**src/rtl/rx_param_pkg.sv**
```systemverilog
// Shared definitions for the parametrised UART receiver: state encoding, parity modes,
// counter-width and bit-voting helpers. The optional voter is enabled by RX_MAJORITY_EN.
package rx_param_pkg;

   typedef logic [2:0] state_t;

   localparam state_t IDLE   = 3'd0;
   localparam state_t START  = 3'd1;
   localparam state_t DATA   = 3'd2;
   localparam state_t PARITY = 3'd3;
   localparam state_t STOP   = 3'd4;
   localparam state_t DONE   = 3'd5;

   localparam logic [1:0] PAR_NONE = 2'b00;
   localparam logic [1:0] PAR_EVEN = 2'b01;
   localparam logic [1:0] PAR_ODD  = 2'b10;

   // Width of a counter that must hold 0..div-1; never narrower than one bit.
   function automatic int cntWidth(input int div);
      if (div <= 2) begin
         return 1;
      end else begin
         return $clog2(div);
      end
   endfunction

   function automatic logic majority3(input logic a, input logic b, input logic c);
      return (a & b) | (a & c) | (b & c);
   endfunction

endpackage

```
**src/rtl/rx_param_funcmod_sampler.sv**
```systemverilog
// Bit sampler: RXD synchroniser, baud counter and the decision pulse for each bit.
// With RX_MAJORITY_EN defined each decision is a 2-of-3 vote over the last three samples.
module rx_bit_sampler
   import rx_param_pkg::*;
#(
   parameter int BAUD_DIV = 434
) (
   input  logic CLOCK,
   input  logic RESET,
   input  logic RXD,
   input  logic clear,
   input  logic halfBit,
   output logic rxdSync,
   output logic bitValid,
   output logic bitVal
);

   localparam int CW = cntWidth(BAUD_DIV);
   localparam logic [CW-1:0] FULL_LAST = CW'(BAUD_DIV - 1);
   localparam logic [CW-1:0] HALF_LAST = CW'(BAUD_DIV / 2 - 1);

   logic [1:0]    syncReg_r;
   logic [CW-1:0] count_r;
   logic [CW-1:0] decisionCount_s;
   logic          atDecision_s;

   // Two-flop synchroniser for the asynchronous serial line, idling high.
   always_ff @(posedge CLOCK) begin
      if (RESET) begin
         syncReg_r <= 2'b11;
      end else begin
         syncReg_r <= {syncReg_r[0], RXD};
      end
   end

   assign rxdSync = syncReg_r[1];

   // Decision point: mid-bit of the start bit, end of every full bit period otherwise.
   always_comb begin
      decisionCount_s = halfBit ? HALF_LAST : FULL_LAST;
      atDecision_s    = (count_r == decisionCount_s);
      bitValid        = atDecision_s & ~clear;
   end

   // Baud counter restarts at every decision and whenever the FSM is idle or aborting.
   always_ff @(posedge CLOCK) begin
      if (RESET) begin
         count_r <= {CW{1'b0}};
      end else if (clear || atDecision_s) begin
         count_r <= {CW{1'b0}};
      end else begin
         count_r <= count_r + CW'(1);
      end
   end

`ifdef RX_MAJORITY_EN
   logic [1:0] vote_r;

   // Two older samples; together with the current one they form the vote at count D.
   always_ff @(posedge CLOCK) begin
      if (RESET) begin
         vote_r <= 2'b11;
      end else begin
         vote_r <= {vote_r[0], rxdSync};
      end
   end

   assign bitVal = majority3(vote_r[1], vote_r[0], rxdSync);
`else
   assign bitVal = rxdSync;
`endif

endmodule

```
**src/rtl/rx_param_funcmod.sv**
```systemverilog
// Parametrised UART receiver top: frame FSM, shift register, parity/framing checks and
// registered outputs. Optional RX_MAJORITY_EN enables majority voting in the bit sampler.
module rx_param_funcmod
   import rx_param_pkg::*;
#(
   parameter int BAUD_DIV  = 434,
   parameter int DATA_BITS = 8,
   parameter int STOP_BITS = 1
) (
   input  logic                 CLOCK,
   input  logic                 RESET,
   input  logic                 RXD,
   input  logic                 iCall,
   input  logic [1:0]           iParity,
   output logic                 oDone,
   output logic [DATA_BITS-1:0] oData,
   output logic                 oParityErr,
   output logic                 oFrameErr,
   output logic                 oBusy
);

   localparam int BW = cntWidth(DATA_BITS);

   state_t               state_r;
   logic [1:0]           parityMode_r;
   logic [DATA_BITS-1:0] shiftReg_r;
   logic [BW-1:0]        bitCnt_r;
   logic                 stopCnt_r;
   logic                 parityErr_r;
   logic                 frameErr_r;
   logic                 clear_s;
   logic                 halfBit_s;
   logic                 parityOn_s;
   logic                 rxdSync_s;
   logic                 bitValid_s;
   logic                 bitVal_s;

   function automatic logic parityBad(input logic [DATA_BITS-1:0] d, input logic b,
                                      input logic odd);
      return (^d ^ b) != odd;
   endfunction

   rx_bit_sampler #(.BAUD_DIV(BAUD_DIV)) u_sampler (
      .CLOCK    (CLOCK),
      .RESET    (RESET),
      .RXD      (RXD),
      .clear    (clear_s),
      .halfBit  (halfBit_s),
      .rxdSync  (rxdSync_s),
      .bitValid (bitValid_s),
      .bitVal   (bitVal_s)
   );

   // Sampler control and parity enable derived from the current state.
   always_comb begin
      clear_s    = (state_r == IDLE) || (state_r == DONE) || !iCall;
      halfBit_s  = (state_r == START);
      parityOn_s = (parityMode_r == PAR_EVEN) || (parityMode_r == PAR_ODD);
   end

   // Frame FSM with the datapath and registered outputs.
   always_ff @(posedge CLOCK) begin
      if (RESET) begin
         state_r      <= IDLE;
         parityMode_r <= PAR_NONE;
         shiftReg_r   <= {DATA_BITS{1'b0}};
         bitCnt_r     <= {BW{1'b0}};
         stopCnt_r    <= 1'b0;
         parityErr_r  <= 1'b0;
         frameErr_r   <= 1'b0;
         oDone        <= 1'b0;
         oData        <= {DATA_BITS{1'b0}};
         oParityErr   <= 1'b0;
         oFrameErr    <= 1'b0;
         oBusy        <= 1'b0;
      end else if (!iCall) begin
         state_r <= IDLE;
         oDone   <= 1'b0;
         oBusy   <= 1'b0;
      end else begin
         case (state_r)
            IDLE: begin
               oDone <= 1'b0;
               if (!rxdSync_s) begin
                  state_r      <= START;
                  parityMode_r <= iParity;
                  bitCnt_r     <= {BW{1'b0}};
                  stopCnt_r    <= 1'b0;
                  parityErr_r  <= 1'b0;
                  frameErr_r   <= 1'b0;
                  oBusy        <= 1'b1;
               end
            end
            START: begin
               if (bitValid_s) begin
                  if (!bitVal_s) begin
                     state_r <= DATA;
                  end else begin
                     state_r <= IDLE;
                     oBusy   <= 1'b0;
                  end
               end
            end
            DATA: begin
               if (bitValid_s) begin
                  shiftReg_r <= {bitVal_s, shiftReg_r[DATA_BITS-1:1]};
                  if (bitCnt_r == BW'(DATA_BITS - 1)) begin
                     state_r <= parityOn_s ? PARITY : STOP;
                  end else begin
                     bitCnt_r <= bitCnt_r + BW'(1);
                  end
               end
            end
            PARITY: begin
               if (bitValid_s) begin
                  parityErr_r <= parityBad(shiftReg_r, bitVal_s, parityMode_r == PAR_ODD);
                  state_r     <= STOP;
               end
            end
            STOP: begin
               if (bitValid_s) begin
                  if (!bitVal_s) begin
                     frameErr_r <= 1'b1;
                  end
                  // Last stop bit: publish the frame as DONE is entered.
                  if (stopCnt_r == 1'(STOP_BITS - 1)) begin
                     state_r    <= DONE;
                     oDone      <= 1'b1;
                     oData      <= shiftReg_r;
                     oParityErr <= parityErr_r;
                     oFrameErr  <= frameErr_r | ~bitVal_s;
                  end else begin
                     stopCnt_r <= stopCnt_r + 1'b1;
                  end
               end
            end
            DONE: begin
               state_r <= IDLE;
               oDone   <= 1'b0;
               oBusy   <= 1'b0;
            end
            default: begin
               state_r <= IDLE;
               oDone   <= 1'b0;
               oBusy   <= 1'b0;
            end
         endcase
      end
   end

endmodule

```
**config.mk**
```make
export PLATFORM = sky130hd
export DESIGN_NAME = rx_param_funcmod
export DESIGN_NICKNAME = d
export VERILOG_FILES = /design/src/rtl/rx_param_pkg.sv /design/src/rtl/rx_param_funcmod_sampler.sv /design/src/rtl/rx_param_funcmod.sv
export SDC_FILE = /design/constraint.sdc
export NUM_CORES = 1
export LEC_CHECK = 0
export CAP_MARGIN = 10
export CORE_UTILIZATION = 35
export CTS_BUF_LIST = sky130_fd_sc_hd__clkbuf_8
export DETAILED_ROUTE_END_ITERATION = 10
export PLACE_DENSITY = 0.54
export SLEW_MARGIN = 10
export SYNTH_ARGS = -nofsm -noshare
export SYNTH_HDL_FRONTEND = slang
export SYNTH_SLANG_ARGS = --single-unit
```
**constraint.sdc**
```tcl
create_clock -name CLOCK -period 3.5 [get_ports CLOCK]
set_clock_uncertainty 0.15 [all_clocks]
set_input_delay 0.7 -clock CLOCK [delete_from_list [all_inputs] [get_ports CLOCK]]
set_output_delay 0.7 -clock CLOCK [all_outputs]
set_load 0.01 [all_outputs]
```
# Word level (Yosys, flattened, before mapping)
# Cells that the tools add are included.
# totals
reg_bits,42
latch_bits,0
mem_bits_rw,0
rom_bits,0
input_bits,6
elab_cells,100
memories,0
# classes
n_addsub,3
mul,0
div_mod_pow,0
order_cmp,0
n_eq_ne,20
n_shift,0
mux,30
n_bitwise,9
reduce_logical,24
# ops
operator,n
3-bit two-way mux,11
"2-bit inequality test, second input constant",10
4-bit AND reduction,4
3-bit case mux with 5 select lines,1
1-bit two-way mux,10
5-bit AND reduction,2
"9-bit by 1-bit adder with 9-bit output, second input constant",1
"3-bit equality test, second input constant",3
9-bit equality test,1
9-bit two-way mux,1
3-bit AND reduction,3
1-bit case mux with 2 select lines,4
8-bit XOR reduction,1
7-bit AND reduction,1
"3-bit by 2-bit equality test with 1-bit output, second input constant",2
1-bit inverter,6
3-bit case mux with 2 select lines,1
2-bit nonzero test,3
3-bit OR reduction,2
1-bit logical OR,4
2-bit OR reduction,2
"3-bit by 1-bit adder with 3-bit output, second input constant",1
"3-bit by 1-bit equality test with 1-bit output, second input constant",1
3-bit zero test,1
other kinds (10),10

# Depth between registers and ports, before layout
# Gate-level depths: netlist of run 1.
# depth
ltp_word,7
mapped_depth,7

# Hierarchy
# A second synthesis of run 1 with hierarchy kept.
# unflattened
cells_unflattened,211
hier_area_um2,1960.6
# modules_own_cells
mod,instances,cells_per_inst,area_per_inst_um2,seq_area_each_um2
rx_param_funcmod,1,157,1421.4,600.6
rx_bit_sampler,1,54,539.3,220.2

# Worst setup path after synthesis of run 1
# OpenSTA, ideal clock, no wires.
# synth_timing
path_type,register to register
from,register u_sampler.count_r[0]
to,register shiftReg_r[1]
setup_ns,0.128
t_arrival_ns,1.865
setup_slack_ns,1.357
stages_incl_launch_ff,6
synth_period_minus_slack_ns,2.143
cell_sequence,dfxtp_1 -> inv_1 -> or3_4 -> a2111oi_4 -> mux2i_1 -> nor2_1
# synth_between
elab_chain_len,3
# synth_rtl
element,line_no,source
"start, declared",rx_param_funcmod_sampler.sv:23,logic [CW-1:0] count_r;
"start signal, assigned",rx_param_funcmod_sampler.sv:48,count_r <= {CW{1'b0}};
"start signal, assigned",rx_param_funcmod_sampler.sv:50,count_r <= {CW{1'b0}};
"start signal, assigned",rx_param_funcmod_sampler.sv:52,count_r <= count_r + CW'(1);
9-bit equality test,rx_param_funcmod_sampler.sv:41,atDecision_s = (count_r == decisionCount_s);
1-bit bitwise AND,rx_param_funcmod_sampler.sv:42,bitValid = atDecision_s & ~clear;
3-bit AND reduction (no line),-,
"end signal, assigned",rx_param_funcmod.sv:66,shiftReg_r <= {DATA_BITS{1'b0}};
"end signal, assigned",rx_param_funcmod.sv:106,"shiftReg_r <= {bitVal_s, shiftReg_r[DATA_BITS-1:1]};"
"end, declared",rx_param_funcmod.sv:26,logic [DATA_BITS-1:0] shiftReg_r;
# No other way between the ends.
# A chain may end at the register's enable or synchronous reset.

# Worst setup path in the final report of run 1
# layout_timing
from,register state_r[2]
to,register shiftReg_r[7]
# layout_between
elab_chain_len,6
elab_cells_between_ends,11
cone_classes,eq/ne: 4; mux: 1; bitwise: 2; reduce/logical: 4
# layout_rtl
element,line_no,source
"start, declared",rx_param_funcmod.sv:24,state_t state_r;
"start signal, assigned",rx_param_funcmod.sv:108,state_r <= parityOn_s ? PARITY : STOP;
"parallel branches: the longest is 5 deep, another holds 9-bit two-way mux",-,
3-bit AND reduction (no line) (*),-,
# Every way passes the cells marked *.

==> results of run 1 <==
[worst paths after layout]
kind,startpoint,endpoint,slack (ns),cells past startpoint
worst max-delay path,state_r[2],shiftReg_r[7],0.90,5
worst min-delay path,u_sampler.syncReg_r[0],u_sampler.syncReg_r[1],0.27,1
worst max register to register,state_r[2],shiftReg_r[7],0.90,5
worst min register to register,u_sampler.syncReg_r[0],u_sampler.syncReg_r[1],0.27,1
[sequential cells by signal, indices dropped and copies added (netlist names)]
register             cells
shiftReg_r               8
u_sampler.syncReg_r      2
oFrameErr                1
oBusy                    1
parityMode_r             2
bitCnt_r                 3
oData                    8
state_r                  3
parityErr_r              1
u_sampler.count_r        9
frameErr_r               1
oParityErr               1
oDone                    1
[area by class of cell]
cell class / instances / area, um^2
clock buffers: 5 / 68.8
flip-flops and latches: 41 / 821
fillers: 492 / 2940
clock inverters: 3 / 42.5
inverters: 5 / 18.8
well taps: 70 / 87.6
multi-input cells: 149 / 1070
repair buffers: 19 / 185
[cell families (layout without fill, tap and decap cells)]
| logic type | count (synthesis) | count (layout) | share of synthesized area |
|---|---|---|---|
| AND/OR/NAND/NOR | 85 | 85 | 0.231 |
| flip-flops | 41 | 41 | 0.422 |
| adder cells (fa/ha/maj) | 4 | 4 | 0.0257 |
| multiplexers | 20 | 20 | 0.103 |
| XOR/XNOR | 16 | 16 | 0.0792 |
| buffers and inverters | 13 | 32 | 0.0270 |
| AO/OA/AOI/OAI | 24 | 24 | 0.112 |
[power breakdown]
part	internal [mW]	switching (mW)	total [mW]
clock network	0.211	0.166	0.378
logic	0.0143	0.0147	0.0290
registers	0.468	0.00179	0.470
total	0.694	0.183	0.876
[placed cells by master, fill, tap and decap left out, types with 2 or more instances in the layout]
cell type and instances:
nor2b_1 5, nand4bb_1 2, nand2b_1 7, mux2i_1 20, or2_2 2, nor3_1 3, o2bb2ai_1 3, clkdlybuf4s50_1 17
a31oi_1 2, xnor2_1 6, dfxtp_1 41, inv_1 6, xor2_1 9, buf_4 2, nand4_1 2, a2111oi_4 2
clkbuf_8 5, a211oi_1 2, nand3_1 6, ha_1 4, and3_1 2, a21oi_1 4, nor2_1 39, nor4_1 4
nand2_1 6
[routing by layer]
layer | global-route usage | wire length (um) | up-vias
met4 | 0.0692 | 59 | 0
met2 | 0.215 | 1790 | 23
met5 | 0 | 0 | -
met3 | 0.0371 | 141 | 5
li1 | - | - | 744
met1 | 0.180 | 1900 | 659
[stage by stage]
step / instance area [um^2] / util / instances / hold slack, ns
4_1_cts: 2290 / 0.438 / 292 / 0.269
6_report: 2290 / 0.438 / 292 / 0.265
3_5_place_dp: 2180 / 0.417 / 284 / 0.249
5_1_grt: 2290 / 0.438 / 292 / 0.289
2_1_floorplan: 1940 / - / 203 / 0.239
3_3_place_gp: 2180 / 0.417 / 284 / 0.244
[worst reg2reg max path, cell delays in order, from the launching register on]
cell and delay, ns:
dfxtp_1 0.66, nor3b_2 0.12, or3_4 0.44, a2111oi_4 0.78, mux2i_1 0.26, nor2_1 0.06
==> results.toml, run 1 <==
[status]
status = "finished clean"

[critical_path]
critical-path-slowest-cell = "a2111oi_4"
crit_type = "reg -> reg"
cp.arrival_ns = 2.61
crit_chain = "nor3b_2, or3_4, a2111oi_4, mux2i_1, nor2_1"
required_ns = 3.50
crit_fanout = 14
path_delay_family = "compound AO/OA/AOI/OAI gates"
start_kind = "flop"
path_buf_inv = 0
end_kind = "flop"
critPathMaxStageDelay_ns = 0.78

[global_route]
grt_max_degree = 21
grt_usage = 0.140
antenna_found_initial = 0
grt.overflow.total = 0
grt_pass1_vias = 1307
grt_first_pass_wirelength_um = 6390

[yosys]
synth_top_area_share = 0.422
synth_area_leaders = "dfxtp_1 42%, mux2i_1 10%, nor2_1 7.5%"
synth_common_cells = "41 x dfxtp_1, 39 x nor2_1, 20 x mux2i_1"
ys_seq_area_frac = 0.422
ys_ff_latch = 41
synth.distinct_cells = 43
synth_ff_type = "dfxtp_1"
syn_area_per_cell_um2 = 9.58
async_reset_ff_frac = 0
syn-instance-count = 203
synth_largest_area_cell = "dfxtp_1"
ys.warnings.count = 0
netlist_area_um2 = 1940
synth.net_count = 213
synthMostInstantiatedCell = "dfxtp_1"
synth_edf_count = 0

[die]
core.rowCount = 26
die_w_um = 76.5
ios = 18
fp.coreArea_um2 = 5240
start_util = 0.371
die_height_um = 76.5
die-area_um2 = 5860

[min_path]
min_path_type = "reg -> reg"

[final_layout]
antenna_cells = 0
final_layout_size_suffix_gt1_frac = 0.0901
finalNetCount = 231
syn2layout_area_growth_pct = 18.0

[sta]
setup_viol = 0
setup_tns_ns = 0
setup_slack_ns = 0.898
fin_crit_sh = 0.743
worst_slew_pin_slew_ns = 0.784
relSlewSlack = 0.477
fin_crit_ns = 2.60
timing.fmax_mhz = 384
slew_violations = 0
finalHoldViolCount = 0
rsz0062_at_grt = "false"

[run]
cap_violations = 0

[place]
dp_hpwl_um = 2640
place_congestion = 0.793
pre_cts_ws_ns = 0.633
place.port_buffers = 17

[clock_tree]
cts_max_path_buffers = 2
post_cts_resized = 0
cts_max_level = 2
clk_pin_slew_ns = 0.08
postCtsSetupRepairBufs = 0
numCtsBuffers = 5
numClockSinks = 41
cts_tree = "done"
clk_latency_ns = 0.29
cts-root-buf = "clkbuf_8"
cts_hold_buffers = 0

[detailed_routing]
vias = 1431
drcViolationCount = 0
routed_wl_um = 3890
post_drt_via_cell_ratio = 4.90
ant_nets = 0
first_pass_iters = 4
wl_per_cell_um = 13.3
dr.first_iter.drc_count = 78

[power_and_ir_drop]
p_leak_nw = 0.771
powerDensity_nw_per_um2 = 382
power_mw = 0.876
max-vdd-ir-drop_mv = 0.221
(Power assumes the default switching activity.)
==> run 2: changes to the inputs <==
clock period = 2.4 ns   (was 3.5 ns; I/O delays follow)
==> results.toml, run 2 (synthesis gave the netlist of run 1 again) <==
[global_route]
grt_max_degree = 26
grt_first_pass_wirelength_um = 6730
antenna_found_initial = 0
grt.overflow.total = 0
grt_usage = 0.146
grt_pass1_vias = 1395

[die]
die-area_um2 = 5860
die_height_um = 76.5
start_util = 0.371
die_w_um = 76.5
core.rowCount = 26
fp.coreArea_um2 = 5240
ios = 18

[final_layout]
finalNetCount = 242
final_layout_size_suffix_gt1_frac = 0.133
fin_util = 0.461
num-fill-cells = 524
largest_reg_flops = 9
final_common_cell = "dfxtp_1"
antenna_cells = 0
regMostFlops = "u_sampler.count_r"
regArea_um2 = 821
final_cell_mix = "41 x dfxtp_1, 39 x nor2_1, 20 x mux2i_1, 17 x clkdlybuf4s50_1, 10 x buf_4"
largestRegisters = "u_sampler.count_r x9, oData x8, shiftReg_r x8"
syn2layout_area_growth_pct = 24.2
multiInputGateArea_um2 = 1070

[sta]
fin_crit_sh = 0.883
relSlewSlack = 0.696
setup_viol = 0
finalHoldViolCount = 0
slew_violations = 0
timing.fmax_mhz = 472
setup_tns_ns = 0
worst_slew_pin_slew_ns = 0.452
rsz0062_at_grt = "false"
fin_crit_ns = 2.12

[place]
place_congestion = 0.747
place.port_buffers = 17
dp_hpwl_um = 2870

[critical_path]
crit_type = "reg -> reg"
crit_chain = "nand4bb_1, or3_4, a2111oi_4, buf_12, mux2i_1, nor2_1"
critical-path-slowest-cell = "a2111oi_4"
critPathMaxStageDelay_ns = 0.42
required_ns = 2.44
rr_worst_depth = 6
path_buf_inv = 1
crit_fanout = 12
path_delay_family = "simple AND/OR/NAND/NOR gates"
start_kind = "flop"
worst-path-stages = 6
end_kind = "flop"
cp.arrival_ns = 2.16

[clock_tree]
numCtsBuffers = 5
numClockSinks = 41
postCtsSetupRepairBufs = 0
clk_pin_slew_ns = 0.09
cts_hold_buffers = 0
cts_max_path_buffers = 2
post_cts_resized = 0
clk_latency_ns = 0.30
cts_tree = "done"
cts-root-buf = "clkbuf_8"
cts_max_level = 2

[detailed_routing]
first_pass_iters = 5
routed_wl_um = 4010
post_drt_via_cell_ratio = 4.88
ant_nets = 0
wl_per_cell_um = 13.2
dr.first_iter.drc_count = 90
drcViolationCount = 0
vias = 1478

[run]
cap_violations = 0

[min_path]
min_delay_path_depth = 1
min_path_type = "reg -> reg"

[status]
status = "finished clean"

[power_and_ir_drop]
max-vdd-ir-drop_mv = 0.277
powerDensity_nw_per_um2 = 534
p_leak_nw = 0.838
-- run 2: worst paths after layout --
path | slack (ns) | from | to
min | 0.26 | u_sampler.syncReg_r[0] | u_sampler.syncReg_r[1]
max reg2reg | 0.28 | u_sampler.count_r[3] | oData[4]
min reg2reg | 0.26 | u_sampler.syncReg_r[0] | u_sampler.syncReg_r[1]
max | 0.28 | u_sampler.count_r[3] | oData[4]
-- run 2: power by group --
part           internal [mW]  switching, mW
Clock                  0.308          0.251
Combinational         0.0236         0.0224
Sequential             0.682        0.00246
Total                   1.01          0.276
-- run 2: layer usage --
layer	track usage	up-vias	wire length, um
li1	-	769	-
met1	0.182	687	1870
met2	0.239	20	1980
met3	0.0359	2	128
met4	0.0577	0	27
met5	0	-	0
-- run 2: area by class of cell --
| cell class | count | area share |
|---|---|---|
| multi-input cells | 149 | 0.444 |
| flip-flops and latches | 41 | 0.340 |
| clock buffers | 5 | 0.0285 |
| repair buffers | 30 | 0.126 |
| clock inverters | 3 | 0.0176 |
| inverters | 5 | 0.00777 |
| well taps | 70 | 0.0363 |
-- run 2: through the flow --
step / total power, mW / hold WS [ns] / std cells / setup slack [ns] / instance area, um^2
detailed placement: 0.747 / 0.247 / 295 / 0.0918 / 2300
global placement: 0.747 / 0.246 / 295 / 0.136 / 2300
floorplan: 0.725 / 0.239 / 203 / 0.257 / 1940
finish: 1.29 / 0.265 / 303 / 0.280 / 2410
CTS: 1.31 / 0.269 / 303 / 0.281 / 2410
global route: 1.34 / 0.281 / 303 / 0.150 / 2410
==> run 3: changes to the inputs <==
CORE_UTILIZATION = 59   (was 35)
PLACE_DENSITY = 0.83   (was 0.54)
==> results.toml, run 3 (synthesis gave the netlist of run 1 again) <==
[detailed_routing]
vias = 1521
dr.first_iter.drc_count = 53
post_drt_via_cell_ratio = 5.57
wl_per_cell_um = 14.5
ant_nets = 0
first_pass_iters = 4
drcViolationCount = 0
routed_wl_um = 3970

[final_layout]
regMostFlops = "u_sampler.count_r"
final_cell_mix = "41 x dfxtp_1, 39 x nor2_1, 20 x mux2i_1, 17 x clkdlybuf4s50_1, 10 x buf_4"
final_common_cell = "dfxtp_1"
finalNetCount = 239
fin_cells = 273
antenna_cells = 0
largest_reg_flops = 9
largestRegisters = "u_sampler.count_r x9, oData x8, shiftReg_r x8"
final_layout_size_suffix_gt1_frac = 0.122
syn2layout_area_growth_pct = 18.3

[sta]
fin_crit_ns = 2.19
setup_viol = 0
setup_tns_ns = 0
timing.fmax_mhz = 457
fin_crit_sh = 0.912
finalHoldViolCount = 0
holdWs_ns = 0.266
rsz0062_at_grt = "false"
worst_slew_pin_slew_ns = 0.642
setup_slack_ns = 0.210
relSlewSlack = 0.561
slew_violations = 0

[clock_tree]
cts_max_path_buffers = 2
clk_latency_ns = 0.28
cts_hold_buffers = 0
numCtsBuffers = 5
numClockSinks = 41
postCtsSetupRepairBufs = 0
cts-root-buf = "clkbuf_8"
cts_tree = "done"
cts_max_level = 2
clk_pin_slew_ns = 0.08
post_cts_resized = 0

[critical_path]
crit_chain = "inv_1, or3_4, a2111oi_0, o211ai_1, o31ai_1"
crit_type = "reg -> reg"
required_ns = 2.43
end_kind = "flop"
critical-path-slowest-cell = "a2111oi_0"
critPathMaxStageDelay_ns = 0.63
cp.arrival_ns = 2.22
start_kind = "flop"
crit_fanout = 6
r2r_setup_slack_ns = 0.21

[global_route]
grt.overflow.total = 0
grt_usage = 0.246
grt_first_pass_wirelength_um = 6400
grt_max_degree = 32
grt_pass1_vias = 1462
antenna_found_initial = 0

[place]
placed_cells = 266
pre_cts_ws_ns = 0.0309
place_congestion = 0.862
dp_hpwl_um = 2850
place.port_buffers = 17

[die]
fp.coreArea_um2 = 3080
die-area_um2 = 3530
start_util = 0.632
die_w_um = 59.4
die_height_um = 59.4
core.rowCount = 20
ios = 18

[status]
status = "finished clean"

[min_path]
min_path_type = "reg -> reg"

[run]
cap_violations = 0

[power_and_ir_drop]
max-vdd-ir-drop_mv = 0.406
p_leak_nw = 0.797
powerDensity_nw_per_um2 = 512
[run 3: cell type report]
| type | count | area (um^2) |
|---|---|---|
| multi-input combinational | 149 | 1070 |
| sequential | 41 | 821 |
| fill | 221 | 777 |
| timing repair buffer | 27 | 245 |
| clock buffer | 6 | 82.6 |
| tap | 44 | 55.1 |
| inverter | 5 | 18.8 |
| clock inverter | 1 | 7.51 |
[run 3: path summary, 6_finish.rpt]
path | from | to | cells past startpoint
setup / recovery | u_sampler.count_r[0] | parityErr_r | 5
hold / removal | u_sampler.syncReg_r[0] | u_sampler.syncReg_r[1] | 1
setup reg to reg | u_sampler.count_r[0] | parityErr_r | 5
hold reg to reg | u_sampler.syncReg_r[0] | u_sampler.syncReg_r[1] | 1
[run 3: report_power, final]
| group | internal (mW) | switching [mW] |
|---|---|---|
| clock network | 0.227 | 0.222 |
| registers | 0.683 | 0.00270 |
| logic | 0.0214 | 0.0215 |
| total | 0.931 | 0.247 |
[run 3: routing by layer]
metal / part of all wire / track usage / wire length (um)
met5: 0 / 0 / 0
met4: 0.016 / 0.105 / 63
met3: 0.038 / 0.0611 / 149
met2: 0.47 / 0.400 / 1880
met1: 0.47 / 0.308 / 1880
[run 3: per-stage QoR]
step | total power [mW] | area, um^2 | utilization
4_1_cts | 1.19 | 2300 | 0.748
6_report | 1.18 | 2300 | 0.748
3_5_place_dp | 0.744 | 2210 | 0.718
5_1_grt | 1.22 | 2300 | 0.748
2_1_floorplan | 0.725 | 1940 | -
3_3_place_gp | 0.742 | 2210 | 0.718
[run 3: worst max-delay path: cells and delay by family, from the launching register on]
family | cells | cell delay [ns]
simple gates | 1 | 0.46
buf+inv | 1 | 0.13
flops | 1 | 0.44
compound gates | 3 | 0.92
